==> config.mk <==
export PLATFORM = sky130hd
export DESIGN_NAME = hs_skid_slice_flat
export DESIGN_NICKNAME = d
export VERILOG_FILES = /design/src/rtl/hs_skid_slice_if.sv /design/src/rtl/hs_skid_slice.sv /design/src/flat_wrapper.sv
export SDC_FILE = /design/constraint.sdc
export NUM_CORES = 1
export LEC_CHECK = 0
export CELL_PAD_IN_SITES_DETAIL_PLACEMENT = 1
export CELL_PAD_IN_SITES_GLOBAL_PLACEMENT = 1
export CORE_MARGIN = 1
export CORE_UTILIZATION = 39
export DETAILED_ROUTE_END_ITERATION = 10
export PLACE_DENSITY_LB_ADDON = 0.1
export SYNTH_ARGS = -nofsm -noshare
export SYNTH_HDL_FRONTEND = slang
export SYNTH_SLANG_ARGS = --single-unit
==> constraint.sdc <==
create_clock -name sys_clk -period 2.3 [get_ports sys_clk]
set_input_delay 0.575 -clock sys_clk [delete_from_list [all_inputs] [get_ports sys_clk]]
set_output_delay 0.575 -clock sys_clk [all_outputs]
set_load 0.02 [all_outputs]
==> src/rtl/hs_skid_slice_if.sv <==
// One-direction valid/ready channel. The master drives data/valid and the slave drives ready.
// A beat transfers on any rising edge where valid and ready are both high.
interface hs_skid_slice_if #(
    parameter int DATA_W = 3
) ();
    logic [DATA_W-1:0] data;
    logic              valid;
    logic              ready;

    modport master (output data, output valid, input ready);
    modport slave  (input data, input valid, output ready);
endinterface

==> src/rtl/hs_skid_slice.sv <==
// Two-entry registered valid/ready slice. Every output comes straight from a flop,
// so there is no combinational path from input to output and it still sustains one beat per cycle.
module hs_skid_slice #(
    parameter int DATA_W = 3,
    parameter int CNT_W  = 8
) (
    input  logic             sys_clk,
    input  logic             sys_rst_n,
    hs_skid_slice_if.slave   s_if,
    hs_skid_slice_if.master  m_if,
    output logic [1:0]       occupancy,
    output logic [CNT_W-1:0] xfer_cnt,
    output logic [1:0]       dbg_state
);

    typedef enum logic [1:0] {
        EMPTY = 2'd0,
        BUSY  = 2'd1,
        FULL  = 2'd2
    } state_t;

    state_t              state_q, state_d;
    logic [DATA_W-1:0]   out_q, out_d;
    logic [DATA_W-1:0]   skid_q, skid_d;
    logic                m_valid_q, m_valid_d;
    logic                s_ready_q, s_ready_d;
    logic [CNT_W-1:0]    cnt_q, cnt_d;
    logic                s_fire, m_fire;

    assign s_fire = s_if.valid & s_ready_q;
    assign m_fire = m_valid_q & m_if.ready;

    always_comb begin
        state_d   = state_q;
        out_d     = out_q;
        skid_d    = skid_q;
        m_valid_d = m_valid_q;
        s_ready_d = s_ready_q;
        cnt_d     = m_fire ? cnt_q + CNT_W'(1) : cnt_q;
        case (state_q)
            EMPTY: begin
                // s_ready is still low on the first edge after reset, so nothing can fire here yet
                s_ready_d = 1'b1;
                m_valid_d = 1'b0;
                if (s_fire) begin
                    out_d     = s_if.data;
                    m_valid_d = 1'b1;
                    state_d   = BUSY;
                end
            end
            BUSY: begin
                if (s_fire && m_fire) begin
                    out_d = s_if.data;
                end else if (s_fire) begin
                    skid_d    = s_if.data;
                    s_ready_d = 1'b0;
                    state_d   = FULL;
                end else if (m_fire) begin
                    m_valid_d = 1'b0;
                    state_d   = EMPTY;
                end
            end
            FULL: begin
                if (m_fire) begin
                    out_d     = skid_q;
                    s_ready_d = 1'b1;
                    state_d   = BUSY;
                end
            end
            default: begin
                state_d   = EMPTY;
                m_valid_d = 1'b0;
                s_ready_d = 1'b0;
            end
        endcase
    end

    always_ff @(posedge sys_clk or negedge sys_rst_n) begin
        if (!sys_rst_n) begin
            state_q   <= EMPTY;
            out_q     <= '0;
            skid_q    <= '0;
            m_valid_q <= 1'b0;
            s_ready_q <= 1'b0;
            cnt_q     <= '0;
        end else begin
            state_q   <= state_d;
            out_q     <= out_d;
            skid_q    <= skid_d;
            m_valid_q <= m_valid_d;
            s_ready_q <= s_ready_d;
            cnt_q     <= cnt_d;
        end
    end

    // The state encoding doubles as the entry count
    assign occupancy  = state_q;
    assign dbg_state  = state_q;
    assign xfer_cnt   = cnt_q;
    assign s_if.ready = s_ready_q;
    assign m_if.valid = m_valid_q;
    assign m_if.data  = out_q;

endmodule

==> src/flat_wrapper.sv <==
// flat-port wrapper written by rule: the top's interface ports become plain ports
module hs_skid_slice_flat 
#(
    parameter int DATA_W = 3,
    parameter int CNT_W  = 8
)
  (sys_clk, sys_rst_n, occupancy, xfer_cnt, dbg_state, s_if_data, s_if_valid, s_if_ready, m_if_data, m_if_valid, m_if_ready);
  hs_skid_slice_if #(.DATA_W(DATA_W)) s_if_i ();
  hs_skid_slice_if #(.DATA_W(DATA_W)) m_if_i ();
  input  logic sys_clk;
  input  logic sys_rst_n;
  output logic [1:0] occupancy;
  output logic [CNT_W-1:0] xfer_cnt;
  output logic [1:0] dbg_state;
  input wire logic [$bits(s_if_i.data)-1:0] s_if_data;
  input wire logic [$bits(s_if_i.valid)-1:0] s_if_valid;
  output wire logic [$bits(s_if_i.ready)-1:0] s_if_ready;
  output wire logic [$bits(m_if_i.data)-1:0] m_if_data;
  output wire logic [$bits(m_if_i.valid)-1:0] m_if_valid;
  input wire logic [$bits(m_if_i.ready)-1:0] m_if_ready;
  assign s_if_i.data = s_if_data;
  assign s_if_i.valid = s_if_valid;
  assign s_if_ready = s_if_i.ready;
  assign m_if_data = m_if_i.data;
  assign m_if_valid = m_if_i.valid;
  assign m_if_i.ready = m_if_ready;
  hs_skid_slice #(.DATA_W(DATA_W), .CNT_W(CNT_W)) u_core (.sys_clk(sys_clk), .sys_rst_n(sys_rst_n), .s_if(s_if_i), .m_if(m_if_i), .occupancy(occupancy), .xfer_cnt(xfer_cnt), .dbg_state(dbg_state));
endmodule
==> flow_summary_export.csv, run 1 <==
group,metric,value,unit
outcome,status,"finished clean",
logic_synthesis,ys.flop_type,"dfrtp_1",
setup_path,crit_family,"buffers and inverters",
grt,grt_pass1_wl,3.28,mm
setup_path,cp_slowest_cell,"clkdlybuf4s50_1",
clock_network,cts_resized,0,
routing,drtIter0Drc,5,
logic_synthesis,synthTopCellsByCount,"dfrtp_1 (18), nand2_1 (9), xnor2_1 (7)",
logic_synthesis,yosysMostFrequentCell,"dfrtp_1",
routing,detail_route.wirelength,1.84,mm
final_layout,drive_gt1_frac,0.144,
final_layout,finalNetCount,106,
final_layout,area_growth,32.9,%
logic_synthesis,synth_edf_count,0,
clock_network,clock-sinks,18,
sta,fmax,475,MHz
clock_network,cts_root_buffer,"clkbuf_4",
floorplan,dieArea,2440,sq um
grt,grt_usage,0.182,
sta,slew_violations,0,
sta,fin_setup_tns,0,ns
power,p_leak,0.000528,uW
routing,ant_nets,0,
floorplan,ioPinCount,24,
logic_synthesis,yosysTopAreaCell,"dfrtp_1",
floorplan,num_rows,16,
placed_design,place_area,1130,sq um
sta,hold_viol_final,0,
final_layout,diodes,0,
logic_synthesis,synthCells,72,
run,cap_viol_max_count,0,
logic_synthesis,synth_cell_types,26,
logic_synthesis,seq_area_frac_synth,0.515,
grt,grt_max_degree,19,
sta,post-route-period-util,0.915,
clock_network,clockBufferDepth,2,
power,seqPwrFrac,0.590,
sta,fin_skew,0.00841,ns
sta,worst_slew_pin_slew,0.352,ns
clock_network,cts_tree,"built",
power,p_sw,112,uW
setup_path,max_stage_delay,0.67,ns
routing,drc,0,
final_layout,final_util,0.569,
setup_path,crit_required,1.73,ns
clock_network,clkSlewWorstSetupHoldPaths,0.10,ns
power,p_per_area,462,nW/um^2
setup_path,critPathLaunchType,"flop",
logic_synthesis,syn-num-nets,80,
floorplan,die_width,49.4,um
logic_synthesis,synth_area,875,sq um
setup_path,worstSetupPathType,"reg2out",
setup_path,cp.arrival,1.53,ns
power,p_int,424,uW
logic_synthesis,synth_top_area_frac,0.515,
clock_network,post_cts_buffers,0,
routing,drt_first_pass_iters,4,
floorplan,core_area,2040,sq um
sta,fin_crit,2.10,ns
worst_hold_path,holdCritPathClass,"reg2reg",
grt,antenna_found_initial,0,
sta,rsz0062_at_grt,"false",
setup_path,cp-end-kind,"primary output",
routing,via_per_inst,5.12,
setup_path,path_buf_inv,1,
routing,wl_per_cell,14.8,um
power,ir_drop,0.393,mV
logic_synthesis,synth_area_per_cell,12.1,sq um
logic_synthesis,yosysWarnings,0,
clock_network,cts_inserted_buffers,3,
clock_network,htreeDepth,1,
floorplan,initial_core_util,0.428,
placed_design,dpl.hpwl,1.35,mm
grt,first_global_vias,685,
setup_path,crit_chain,"clkdlybuf4s50_1",
final_layout,design_area,1160,sq um
grt,overflow,0,
clock_network,worstSkewPairLatency,0.30,ns
logic_synthesis,synth_area_leaders,"dfrtp_1 (52%), mux2_4 (10%), xnor2_1 (7.0%)",
placed_design,gp_congestion,0.706,
sta,fin_ws,0.196,ns
routing,vias,635,
floorplan,fp.dieH,49.4,um
logic_synthesis,synthArstFlopShare,1.00,
sta,holdWs,0.491,ns
placed_design,pre_cts_ws,0.311,ns
power,p_clk_frac,0.370,
power,switching_share,0.210,
clock_network,cts_hold_buf,0,
sta,finalSetupViolCount,0,
sta,relSlewSlack,0.766,
logic_synthesis,synth_seq_cells,18,
setup_path,path_max_fanout,11,
power,comb_power_share,0.041,
placed_design,numPortBuffers,23,
==> cells in the final DEF, fill, tap and decap left out, drive strengths merged <==
master         count
a21boi             1
a21oi              2
a22oi              1
and2               1
and2b              1
and3               1
and3b              1
and4               1
buf                1
clkbuf             4
clkdlybuf4s50     23
dfrtp             18
ha                 1
inv                2
mux2               9
mux2i              1
nand2              9
nand2b             1
nand3b             1
nand4              3
nor2b              1
o21ai              4
o22ai              2
o2bb2ai            1
xnor2              7
==> through the flow <==
step                power, uW  std cells
floorplan                 325         72
CTS                       543        124
global placement          345        120
detailed placement        345        120
global route              560        124
finish                    536        124
==> routing by layer <==
layer,routed length (um),vias to the layer above,global-route usage
li1,-,301,-
met1,864,316,0.231
met2,871,16,0.283
met3,83,2,0.0592
met4,21,0,0.0735
met5,0,-,0
==> worst register-to-register path: stages (launching register included) <==
cell     delay (ns)
dfrtp_1        0.52
and3b_1        0.34
nand2_1        0.17
mux2_1         0.35
==> layout make-up <==
cell class,count,area (sq um)
inverter,2,7.51
sequential,18,450
tap,27,33.8
timing repair buffer,24,238
multi-input combinational,49,397
fill,226,880
clock buffer,4,36.3
==> power by group through the flow <==
stage               clock network, uW  logic (uW)  registers (uW)
floorplan                           0        2.22             323
detailed placement                  0        22.4             322
finish                            198        21.8             316
global placement                    0        22.3             322
CTS                               205        22.5             316
global route                      219        25.0             316
==> state kept, by name (all words and copies together) (netlist names) <==
signal             count
u_core.m_if.data       3
u_core.xfer_cnt        8
u_core.skid_q          3
u_core.s_if.ready      1
u_core.dbg_state       2
u_core.m_if.valid      1
==> cell families (layout without fill, tap and decap cells) <==
family | after synthesis | count (layout) | synth area share
multiplexers | 10 | 10 | 0.153
adder cells (fa/ha/maj) | 1 | 1 | 0.0143
flip-flops | 18 | 18 | 0.515
XOR/XNOR | 7 | 7 | 0.0701
AO/OA/AOI/OAI | 11 | 11 | 0.0873
AND/OR/NAND/NOR | 20 | 20 | 0.129
buffers and inverters | 5 | 30 | 0.0315
==> path summary, 6_finish.rpt <==
path                                       to  cells past startpoint                 from  slack [ns]
max in group asynchronous  u_core.xfer_cnt[4]                      2            sys_rst_n        1.50
max                              dbg_state[1]                      1  u_core.dbg_state[1]        0.20
min reg2reg                u_core.xfer_cnt[4]                      1   u_core.xfer_cnt[4]        0.49
min in group asynchronous   u_core.s_if.ready                      2            sys_rst_n        0.59
min                        u_core.xfer_cnt[4]                      1   u_core.xfer_cnt[4]        0.49
max reg2reg                  u_core.skid_q[1]                      3  u_core.dbg_state[1]        0.81
Note: power is estimated with default switching activity, not from simulation.
==> run 2: changes to the inputs <==
==> constraint.sdc (replaced) <==
create_clock -name sys_clk -period 2.3 [get_ports sys_clk]
set_input_delay 0.575 -clock sys_clk [delete_from_list [all_inputs] [get_ports sys_clk]]
set_output_delay 0.575 -clock sys_clk [all_outputs]
set_load 0.01 [all_outputs]
==> results of run 2 <==
Same layout as run 1 (identical final DEF). Status: finished clean.
Among the figures that moved: setup slack after layout 0.196 ns -> 0.264 ns
